### config.mk
export PLATFORM = sky130hd
export DESIGN_NAME = mem_sram_stage
export DESIGN_NICKNAME = d
export VERILOG_FILES = /design/src/rtl/mem_sram_stage.sv
export SDC_FILE = /design/constraint.sdc
export NUM_CORES = 1
export LEC_CHECK = 0
export CORE_ASPECT_RATIO = 1.5
export CORE_MARGIN = 5
export CORE_UTILIZATION = 31
export CTS_CLUSTER_DIAMETER = 80
export DETAILED_ROUTE_END_ITERATION = 8
export PLACE_DENSITY = 0.88
export SETUP_SLACK_MARGIN = 0.4
export SYNTH_ARGS = -nofsm -noshare
export SYNTH_HDL_FRONTEND = slang
export SYNTH_SLANG_ARGS = --single-unit
### constraint.sdc
create_clock -name clk -period 2.3 [get_ports clk]
set_clock_uncertainty 0.05 [all_clocks]
set_input_delay 0.69 -clock clk [delete_from_list [all_inputs] [get_ports clk]]
set_output_delay 0.69 -clock clk [all_outputs]
set_load 0.1 [all_outputs]
### src/rtl/mem_sram_stage.sv
// Memory stage of the ARM pipeline. Services LDR/STR through an external
// 16-bit SRAM using two half-word accesses per 32-bit word, stalls the
// pipeline while an access is in flight, and passes control fields through.
module mem_sram_stage #(
  parameter int ACC_CYCLES = 2,     // cycles each half-word access is held (>=1)
  parameter int ADDR_BASE  = 1024,  // byte address mapping to SRAM word 0
  parameter int SRAM_AW    = 18     // SRAM half-word address width
) (
  input  logic               clk,
  input  logic               rst,            // asynchronous, active-low
  input  logic               WB_en_in,
  input  logic               MEM_R_en_in,
  input  logic               MEM_W_en_in,
  input  logic [31:0]        ALU_result_in,
  input  logic [31:0]        Val_Rm_in,
  input  logic [3:0]         Dest_in,
  output logic               WB_en,
  output logic               MEM_R_en,
  output logic [31:0]        ALU_result,
  output logic [3:0]         Dest,
  output logic [31:0]        Mem_read_value,
  output logic               ready,
  output logic               freeze,
  output logic [SRAM_AW-1:0] sram_addr,
  output logic [15:0]        sram_dq_out,
  input  logic [15:0]        sram_dq_in,
  output logic               sram_dq_oe,
  output logic               sram_we_n
);

  localparam int WA_W = SRAM_AW - 1;
  localparam int CW   = (ACC_CYCLES > 1) ? $clog2(ACC_CYCLES) : 1;

  typedef enum logic [1:0] {
    S_IDLE,
    S_LO,
    S_HI,
    S_DONE
  } state_e;

  state_e          state_q, state_d;
  logic [CW-1:0]   cnt_q, cnt_d;
  logic [15:0]     lo_q;
  logic [31:0]     rdata_q;

  logic            req;
  logic            is_load;
  logic            is_store;
  logic            phase_last;
  logic [WA_W-1:0] word_addr;

  // Control fields ride straight through to MEM_Stage_Reg.
  assign WB_en      = WB_en_in;
  assign MEM_R_en   = MEM_R_en_in;
  assign ALU_result = ALU_result_in;
  assign Dest       = Dest_in;

  // A simultaneous read and write request is serviced as a load, never a write.
  assign req      = MEM_R_en_in | MEM_W_en_in;
  assign is_load  = MEM_R_en_in;
  assign is_store = MEM_W_en_in & ~MEM_R_en_in;

  // Word index relative to the SRAM window; addresses below the base wrap silently.
  assign word_addr  = WA_W'((ALU_result_in - 32'(ADDR_BASE)) >> 2);
  assign phase_last = (cnt_q == CW'(ACC_CYCLES - 1));

  assign ready          = ((state_q == S_IDLE) & ~req) | (state_q == S_DONE);
  assign freeze         = ~ready;
  assign Mem_read_value = rdata_q;

  // State and phase-counter register.
  // NOTE: sequential state uses non-blocking assignments so every flop samples
  // pre-edge values; blocking here would create order-dependent simulation.
  always_ff @(posedge clk or negedge rst) begin
    if (!rst) begin
      state_q <= S_IDLE;
      cnt_q   <= '0;
    end else begin
      state_q <= state_d;
      cnt_q   <= cnt_d;
    end
  end

  // Next-state logic: each half-word phase lasts ACC_CYCLES cycles.
  // NOTE: every signal is defaulted before the case so no path leaves one
  // unassigned, which would otherwise infer a latch.
  always_comb begin
    state_d = state_q;
    cnt_d   = cnt_q;
    unique case (state_q)
      S_IDLE: begin
        if (req) begin
          state_d = S_LO;
          cnt_d   = '0;
        end
      end
      S_LO: begin
        if (phase_last) begin
          state_d = S_HI;
          cnt_d   = '0;
        end else begin
          cnt_d = cnt_q + CW'(1);
        end
      end
      S_HI: begin
        if (phase_last) begin
          state_d = S_DONE;
          cnt_d   = '0;
        end else begin
          cnt_d = cnt_q + CW'(1);
        end
      end
      S_DONE: begin
        state_d = S_IDLE;
      end
      default: begin
        state_d = S_IDLE;
        cnt_d   = '0;
      end
    endcase
  end

  // SRAM bus drive: address and strobes only during the two access phases.
  always_comb begin
    sram_addr   = '0;
    sram_dq_out = '0;
    sram_dq_oe  = 1'b0;
    sram_we_n   = 1'b1;
    if (state_q == S_LO) begin
      sram_addr = {word_addr, 1'b0};
      if (is_store) begin
        sram_dq_out = Val_Rm_in[15:0];
        sram_dq_oe  = 1'b1;
        sram_we_n   = 1'b0;
      end
    end else if (state_q == S_HI) begin
      sram_addr = {word_addr, 1'b1};
      if (is_store) begin
        sram_dq_out = Val_Rm_in[31:16];
        sram_dq_oe  = 1'b1;
        sram_we_n   = 1'b0;
      end
    end
  end

  // Load capture: low half staged at the end of LO, whole word committed at
  // the end of HI so the visible value only changes when a load completes.
  // NOTE: these data registers are reset because the stage must present a
  // defined zero after reset; plain storage arrays would not need it.
  always_ff @(posedge clk or negedge rst) begin
    if (!rst) begin
      lo_q    <= '0;
      rdata_q <= '0;
    end else if (is_load && phase_last) begin
      if (state_q == S_LO) begin
        lo_q <= sram_dq_in;
      end else if (state_q == S_HI) begin
        rdata_q <= {sram_dq_in, lo_q};
      end
    end
  end

endmodule
==> impl_metrics.csv, run 1 <==
group,metric,value,unit
timing,finalMaxSlewViolations,0,
timing,fin_ws,-628.2,ps
setup_path,required,1560,ps
layout,layout_commonest_cell,"buf_12",
place,finalWeightedCongestion,0.8859,
die,die_y,124.6,microns
clock_tree,cts_sinks,51,
timing,fin_crit,2928,ps
global_route,antenna_found_initial,1,
clock_tree,cts.path.max_buffers,2,
synthesis,ys_seq_area_share,47.00,%
clock_tree,cts_buffers,5,
routing,drt_iter0_markers,73,
timing,fin_crit_sh,127.3,%
setup_path,crit_path_frequent_cell,"buf_6",
layout,mostFrequentLayoutCells,"buf_12, buf_4, dfrtp_1, clkdlybuf4s50_1, buf_6",
setup_path,worst-setup-path-type,"primary input to output port",
die,start_util,32.08,%
routing,first_pass_iters,4,
routing,num_vias,2646,
timing,hold_ws,299.2,ps
setup_path,worstPathMaxFanout,3,
clock_tree,clk-insertion-delay-late,290,ps
synthesis,synth_warnings,0,
timing,max_freq,0.3415,GHz
synthesis,synth_area,2715,sq um
run_status,failed_checks,"negative setup slack",
global_route,grt_max_degree,32,
setup_path,worstRegToRegCells,9,
setup_path,crit_path_end_kind,"output port",
synthesis,synth_async_sr_flop_share,100.0,%
place,dp_hpwl,7751,microns
timing,tightest_slew,634.2,ps
routing,totalWireLength,12160,microns
setup_path,arrival,2190,ps
synthesis,syn_inst,227,
global_route,grt_overflow,0,
run_status,status,"complete, but fails checks",
layout,drive_above_1_share,72.46,%
setup_path,critPathSlowestCell,"o21ai_0",
synthesis,avgSynthCellArea,11.96,sq um
layout,final_nets,508,
min_path,hp-class,"primary input to asynchronous set/reset pin",
layout,fin_cells,522,
routing,vias_per_cell,5.069,
timing,relSlewSlack,57.27,%
die,die-area,10770,sq um
synthesis,synth.distinct_cells,30,
setup_path,start_kind,"primary input",
die,io_pins,197,
clock_tree,cts.reportedPaths.clkPinSlew,70,ps
timing,grt_setup_unrepaired,"true",
clock_tree,cts_max_level,2,
setup_path,r2r-end,"Mem_read_value[0]$_DFFE_PN0P_",
die,num_rows,41,
routing,ant_nets,0,
timing,setup_viol,38,
clock_tree,cts-root-buf,"clkbuf_16",
place,dp.cells,479,
global_route,grt_pass1_vias,2910,
flow_run,maxCapViolCount,0,
routing,drcViolationCount,0,
synthesis,synth_flop_cell,"dfrtp_1",
synthesis,ys_ff_latch,51,
global_route,grt_pass1_wl,16740,microns
die,die_w,86.41,microns
clock_tree,cts_tree,"done",
setup_path,path_cells,"buf_6, or3_4, buf_6, o21ai_0, a21oi_4, buf_12",
global_route,grtUsageTotal,20.29,%
die,coreArea,8464,sq um
setup_path,max_stage_delay,520,ps
setup_path,reg2reg_from,"state_q[0]$_DFFE_PN0P_",
timing,final-hold-violation-count,0,
synthesis,synth-edff-count,0,
setup_path,r2r_slack,340,ps
routing,wire_per_inst,23.30,microns
synthesis,synth_nets,322,
layout,syn_to_final_growth,121.2,%
place,portBuffers,156,
worst max-delay path by stage:
| stage | from | endpoint | slack [ps] | depth (start not counted) |
|---|---|---|---|---|
| after floorplan | state_q[1]$_DFFE_PN0P_ | sram_we_n | -770 | 5 |
| after global placement | ALU_result_in[11] | sram_addr[16] | -940 | 5 |
| after detailed placement | ALU_result_in[11] | sram_addr[16] | -980 | 5 |
| after CTS | ALU_result_in[13] | sram_addr[16] | -510 | 5 |
| after global routing | ALU_result_in[13] | sram_addr[15] | -620 | 6 |
| final | ALU_result_in[13] | sram_addr[15] | -630 | 6 |
synth_stat cells (all sizes together), types with 3 or more instances:
cell type	number	area share, %
a21oi	6	1.1
nand2b	4	0.92
a22o	16	5.2
or4	3	0.97
o21ai	5	0.92
dfrtp	51	47
inv	7	0.97
or3	4	1.2
buf	43	11
clkbuf	4	0.55
and2	8	1.8
mux2	49	20
nor2	5	0.69
ha	6	2.8
final cells by class:
cell class / count / area [sq um]
Timing Repair Buffer: 225 / 2754
Sequential cell: 51 / 1277
Multi-Input combinational cell: 123 / 1645
Fill cell: 521 / 2459
Antenna cell: 1 / 2.502
Clock inverter: 2 / 16.27
Tap cell: 107 / 133.9
Inverter: 7 / 37.54
Clock buffer: 6 / 138.9
what timing repair did:
| item | 4_1_cts | 5_1_grt |
|---|---|---|
| pin swaps | 23 | 10 |
| cloned | 3 | 0 |
| setup endpoints to repair | 106 | 45 |
| resized for setup | 133 | 58 |
| buffers inserted | 20 | 11 |
| hold endpoints to repair | 0 | 0 |
| hold buffers | 0 | 0 |
critical path: cells and delay by family:
family          cells  cell delay, ps
buf+inv             3             420
compound gates      2             660
simple gates        1             410
metrics by stage:
step	utilization, %	setup WS, ps	instance area (sq um)	TNS [ps]
floorplan	-	-773.0	3028	-7200
global placement	61.40	-944.6	5197	-17710
detailed placement	61.40	-976.0	5197	-17860
CTS	67.72	-505.8	5732	-10130
global route	70.95	-615.2	6006	-13670
finish	70.95	-628.2	6006	-12170
per-layer routing:
| layer | track usage [%] | wire length (microns) | vias to the layer above |
|---|---|---|---|
| met1 | 19.03 | 3944 | 1291 |
| met3 | 5.758 | 968 | 57 |
| met4 | 13.03 | 877 | 0 |
| li1 | - | - | 1128 |
| met2 | 36.93 | 6371 | 170 |
| met5 | 0 | 0 | - |
state kept, by name, summed over array words and instances, names as in the netlist:
name,count
state_q,2
cnt_q,1
Mem_read_value,32
lo_q,16
logic make-up after synthesis:
kind of cell               count (synthesis)  share of synthesized area (%)
DFF                                       51                          47.00
xor gates and xnor gates                   1                         0.3226
AOI/OAI and AO/OA                         30                          8.018
and+or+nand+nor                           35                          8.249
muxes                                     50                          20.69
adders and majority gates                  6                          2.765
buffers and inverters                     54                          12.95
Power of run 1 is not shown: default switching activity piles up to over one toggle a cycle in this logic, so the estimate is an artifact.
==> run 2, diff against run 1 <==
--- a/config.mk
+++ b/config.mk
@@ -7,10 +7,10 @@
 export LEC_CHECK = 0
 export CORE_ASPECT_RATIO = 1.5
 export CORE_MARGIN = 5
-export CORE_UTILIZATION = 31
+export CORE_UTILIZATION = 35
 export CTS_CLUSTER_DIAMETER = 80
 export DETAILED_ROUTE_END_ITERATION = 8
-export PLACE_DENSITY = 0.88
+export PLACE_DENSITY = 0.94
 export SETUP_SLACK_MARGIN = 0.4
 export SYNTH_ARGS = -nofsm -noshare
 export SYNTH_HDL_FRONTEND = slang
==> constraint.sdc (replaced) <==
create_clock -name clk -period 3.1 [get_ports clk]
set_clock_uncertainty 0.05 [all_clocks]
set_input_delay 0.93 -clock clk [delete_from_list [all_inputs] [get_ports clk]]
set_output_delay 0.93 -clock clk [all_outputs]
set_load 0.1 [all_outputs]
==> run 2 against run 1 <==
  * The flow still finishes with violations (negative setup slack)
  * Register-to-register slack better by 700 ps
  * Non-clock buffer count down 25
  * Final cell count down 5.9%
==> impl_metrics.csv, run 2 (synthesized netlist as in run 1, its figures left out) <==
group,metric,value,unit
die,die_y,117.9,microns
timing,max_freq,0.2987,GHz
layout,drive_above_1_share,66.07,%
routing,num_vias,2461,
setup_path,worstPathMaxFanout,3,
setup_path,arrival,2370,ps
place,portBuffers,156,
timing,setup_viol,5,
global_route,antenna_found_initial,0,
timing,finalMaxSlewViolations,0,
die,start_util,35.67,%
timing,fin_crit_sh,108.0,%
global_route,grt_max_degree,33,
timing,fin_ws,-247.8,ps
place,preCtsSetupSlack,-644.6,ps
place,finalWeightedCongestion,0.7613,
routing,ant_nets,0,
clock_tree,cts_sinks,51,
layout,antenna_cells,0,
timing,final-hold-violation-count,0,
setup_path,required,2120,ps
global_route,grtUsageTotal,20.71,%
clock_tree,cts_max_level,2,
die,die_w,81.92,microns
setup_path,crit_path_end_kind,"output port",
routing,first_pass_iters,4,
routing,drt_iter0_markers,68,
routing,vias_per_cell,5.012,
setup_path,worst-setup-path-type,"primary input to output port",
min_path,hold_depth,1,
global_route,grt_pass1_vias,2710,
timing,relSlewSlack,69.11,%
setup_path,worstRegToRegCells,6,
die,die-area,9655,sq um
global_route,grt_pass1_wl,15120,microns
global_route,grt_overflow,0,
layout,layout_commonest_cell,"buf_12",
die,io_pins,197,
clock_tree,clk-insertion-delay-late,290,ps
run_status,failed_checks,"negative setup slack",
place,placed_cell_area,5142,sq um
setup_path,reg2reg_from,"state_q[0]$_DFFE_PN0P_",
layout,mostFrequentLayoutCells,"buf_12, buf_4, dfrtp_1, mux2_2, clkdlybuf4s50_1",
timing,tightest_slew,463.4,ps
place,dp_hpwl,7700,microns
flow_run,maxCapViolCount,0,
min_path,hold_end,"Mem_read_value[3]$_DFFE_PN0P_",
routing,drcViolationCount,0,
clock_tree,cts_tree,"done",
min_path,hp-class,"flip-flop to flip-flop",
run_status,status,"complete, but fails checks",
routing,wire_per_inst,21.08,microns
layout,final_cell_area,5550,sq um
timing,fin_crit,3348,ps
routing,totalWireLength,10350,microns
setup_path,start_kind,"primary input",
clock_tree,cts.path.max_buffers,2,
min_path,hp-start,"lo_q[3]$_DFFE_PN0P_",
die,num_rows,39,
clock_tree,cts.reportedPaths.clkPinSlew,60,ps
clock_tree,postCtsHoldBufs,0,
setup_path,r2r_slack,1040,ps
layout,final_nets,483,
layout,syn_to_final_growth,104.4,%
timing,grt_setup_unrepaired,"true",
layout,largest_reg_flops,32,
clock_tree,cts_buffers,5,
die,coreArea,7612,sq um
clock_tree,cts-root-buf,"clkbuf_16",
setup_path,r2r-end,"state_q[1]$_DFFE_PN0P_",
-- run 2: cell types whose count changed in the layout (fill, tap and decap cells not counted), sizes merged --
cell	previous run	this run
buf	176	139
dlygate4sd2	0	11
clkbuf	6	9
clkdlybuf4s15	1	0
clkinv	1	2
clkinvlp	2	1
diode	1	0
inv	6	5
-- run 2: timing repair --
| item | CTS | global route |
|---|---|---|
| pin swaps | 24 | 12 |
| setup endpoints to repair | 47 | 38 |
| gates resized for setup | 75 | 14 |
| setup buffers | 10 | 6 |
| cloned | 1 | 1 |
-- run 2: how the worst max path moves through the flow --
stage                            from       endpoint  slack, ps  depth (start not counted)
floorplan                 MEM_R_en_in      sram_we_n       -380                          2
global placement    ALU_result_in[11]  sram_addr[16]       -550                          5
detailed placement  ALU_result_in[11]  sram_addr[16]       -640                          5
CTS                 ALU_result_in[15]  sram_addr[16]       -260                          5
global route        ALU_result_in[10]  sram_addr[16]       -270                          5
finish              ALU_result_in[10]  sram_addr[16]       -250                          5
-- run 2: worst max-delay path, cell delays in order --
cell     delay, ps
buf_8          100
or3_4          390
or4_4          510
a21oi_4        220
buf_12         210
-- run 2: area by class of cell --
cell class	instances	area [sq um]
Clock inverter	1	8.758
Timing Repair Buffer	200	2464
Sequential cell	51	1277
Fill cell	493	2062
Multi-Input combinational cell	123	1483
Inverter	7	47.55
Tap cell	102	127.6
Clock buffer	7	142.6
-- run 2: per-stage QoR --
stage	util (%)	hold WS [ps]	TNS, ps	cells
detailed placement	67.55	444.8	-8050	465
global route	72.91	471.4	-973.4	491
finish	72.91	456.5	-799.0	491
floorplan	-	424.9	-1364	227
global placement	67.55	433.5	-8002	465
CTS	71.98	460.1	-1500	484
-- run 2: metal layers --
layer | routed length (microns) | global-route usage (%) | up-vias
met3 | 1061 | 6.126 | 36
met5 | 0 | 0 | -
met1 | 3362 | 20.86 | 1194
met2 | 5410 | 36.44 | 144
met4 | 515 | 11.54 | 0
li1 | - | - | 1087
Power of run 2 is left out for the same reason.
==> run 3, diff against run 2 <==
--- a/config.mk
+++ b/config.mk
@@ -6,7 +6,6 @@
 export NUM_CORES = 1
 export LEC_CHECK = 0
 export CORE_ASPECT_RATIO = 1.5
-export CORE_MARGIN = 5
 export CORE_UTILIZATION = 35
 export CTS_CLUSTER_DIAMETER = 80
 export DETAILED_ROUTE_END_ITERATION = 8
==> run 3 against run 2 <==
  * The run still ends with negative setup slack left
  * Final cell count fell by 0.61%
  * Worst setup slack improved by 61 ps
  * Core utilization fell by 0.29 points
==> impl_metrics.csv, run 3 (synthesized netlist as in run 1, its figures left out) <==
group,metric,value,unit
timing,finalMaxSlewViolations,0,
routing,wire_per_inst,17.46,microns
layout,post-route-util,72.62,%
routing,drcViolationCount,0,
layout,mostFrequentLayoutCells,"buf_4, buf_12, dfrtp_1, mux2_2, clkdlybuf4s50_1",
die,die-area,8121,sq um
layout,antenna_cells,0,
timing,fin_ws,-186.5,ps
place,dp_hpwl,6430,microns
timing,final-hold-violation-count,0,
timing,setup-tns-final,-740.1,ps
layout,final_cell_area,5493,sq um
place,portBuffers,156,
clock_tree,cts.path.max_buffers,2,
setup_path,worstPathMaxFanout,3,
routing,drt_iter0_markers,66,
global_route,grt_pass1_wl,12240,microns
setup_path,worst-setup-path-type,"primary input to output port",
min_path,hp-class,"flip-flop to flip-flop",
place,preCtsSetupSlack,-620.7,ps
die,die_w,73.92,microns
clock_tree,cts.reportedPaths.clkPinSlew,60,ps
global_route,antenna_found_initial,0,
routing,first_pass_iters,3,
timing,fin_crit_sh,106.0,%
setup_path,arrival,2310,ps
global_route,grtUsageTotal,20.18,%
run_status,failed_checks,"negative setup slack",
clock_tree,cts-root-buf,"clkbuf_16",
layout,final_nets,480,
routing,num_vias,2330,
setup_path,required,2120,ps
die,start_util,35.90,%
global_route,grt_overflow,0,
clock_tree,cts_max_level,2,
setup_path,start_kind,"primary input",
clock_tree,postCtsHoldBufs,0,
layout,layout_commonest_cell,"buf_4",
routing,totalWireLength,8519,microns
timing,grt_setup_unrepaired,"true",
global_route,grt_max_degree,34,
die,num_rows,39,
run_status,status,"complete, but fails checks",
layout,syn_to_final_growth,102.3,%
flow_run,maxCapViolCount,0,
clock_tree,cts_sinks,51,
die,coreArea,7564,sq um
routing,vias_per_cell,4.775,
global_route,grt_pass1_vias,2426,
layout,drive_above_1_share,65.54,%
timing,setup_viol,5,
setup_path,crit_path_end_kind,"output port",
place,placed_cell_area,5135,sq um
place,finalWeightedCongestion,0.8261,
routing,ant_nets,0,
timing,tightest_slew,678.8,ps
clock_tree,cts_buffers,5,
die,io_pins,197,
clock_tree,clk-insertion-delay-late,290,ps
timing,relSlewSlack,54.74,%
timing,fin_crit,3286,ps
die,die_y,109.9,microns
layout,largest_reg_flops,32,
timing,max_freq,0.3043,GHz
clock_tree,cts_tree,"done",
[run 3: cell count changes in the layout (fill, tap and decap cells not counted), moves of 2 or more]
cell,change
buf_4,+5
clkinv_4,-2
and2_2,-2
buf_6,-4
and2_4,+2
[run 3: metrics by stage]
step | std cells | hold WS, ps
after floorplan | 227 | 424.9
after global placement | 464 | 433.5
after detailed placement | 464 | 439.7
after CTS | 485 | 454.5
after global routing | 488 | 473.1
final | 488 | 453.9
[run 3: area by class of cell]
class / instances / area [sq um]
timing repair buffer: 198 / 2431
fill: 480 / 2071
multi-input combinational: 122 / 1471
sequential: 51 / 1277
clock buffer: 7 / 132.6
tap: 102 / 127.6
inverter: 7 / 47.55
clock inverter: 1 / 5.005
[run 3: layer usage]
layer / vias up / routed length [microns] / part of all wire [%] / GRT usage (%)
met4: 0 / 196 / 2.3 / 9.203
met1: 1114 / 3004 / 35 / 21.54
met2: 110 / 4728 / 55 / 36.82
met5: - / 0 / 0 / 0
met3: 21 / 589 / 6.9 / 4.583
li1: 1085 / - / - / -
[run 3: path summary, 6_finish.rpt]
kind	from	slack, ps	to	cells past startpoint
worst min-delay path	lo_q[11]$_DFFE_PN0P_	450	lo_q[11]$_DFFE_PN0P_	1
worst max register to register	state_q[0]$_DFFE_PN0P_	1100	state_q[1]$_DFFE_PN0P_	6
max in group asynchronous	rst	1760	Mem_read_value[24]$_DFFE_PN0P_	2
worst max-delay path	ALU_result_in[11]	-190	sram_addr[16]	5
worst min register to register	lo_q[11]$_DFFE_PN0P_	450	lo_q[11]$_DFFE_PN0P_	1
min in group asynchronous	rst	630	lo_q[1]$_DFFE_PN0P_	1
[run 3: repair_timing]
item,in CTS,in global routing
setup endpoints to repair,47,36
pin swaps,20,8
setup buffers,12,3
resized for setup,66,18
cloned,1,0
[run 3: critical path: stages]
cell     delay [ps]
buf_8           100
or3_4           400
or4_4           520
a21oi_4         160
buf_12          190
Power of run 3 is left out for the same reason.
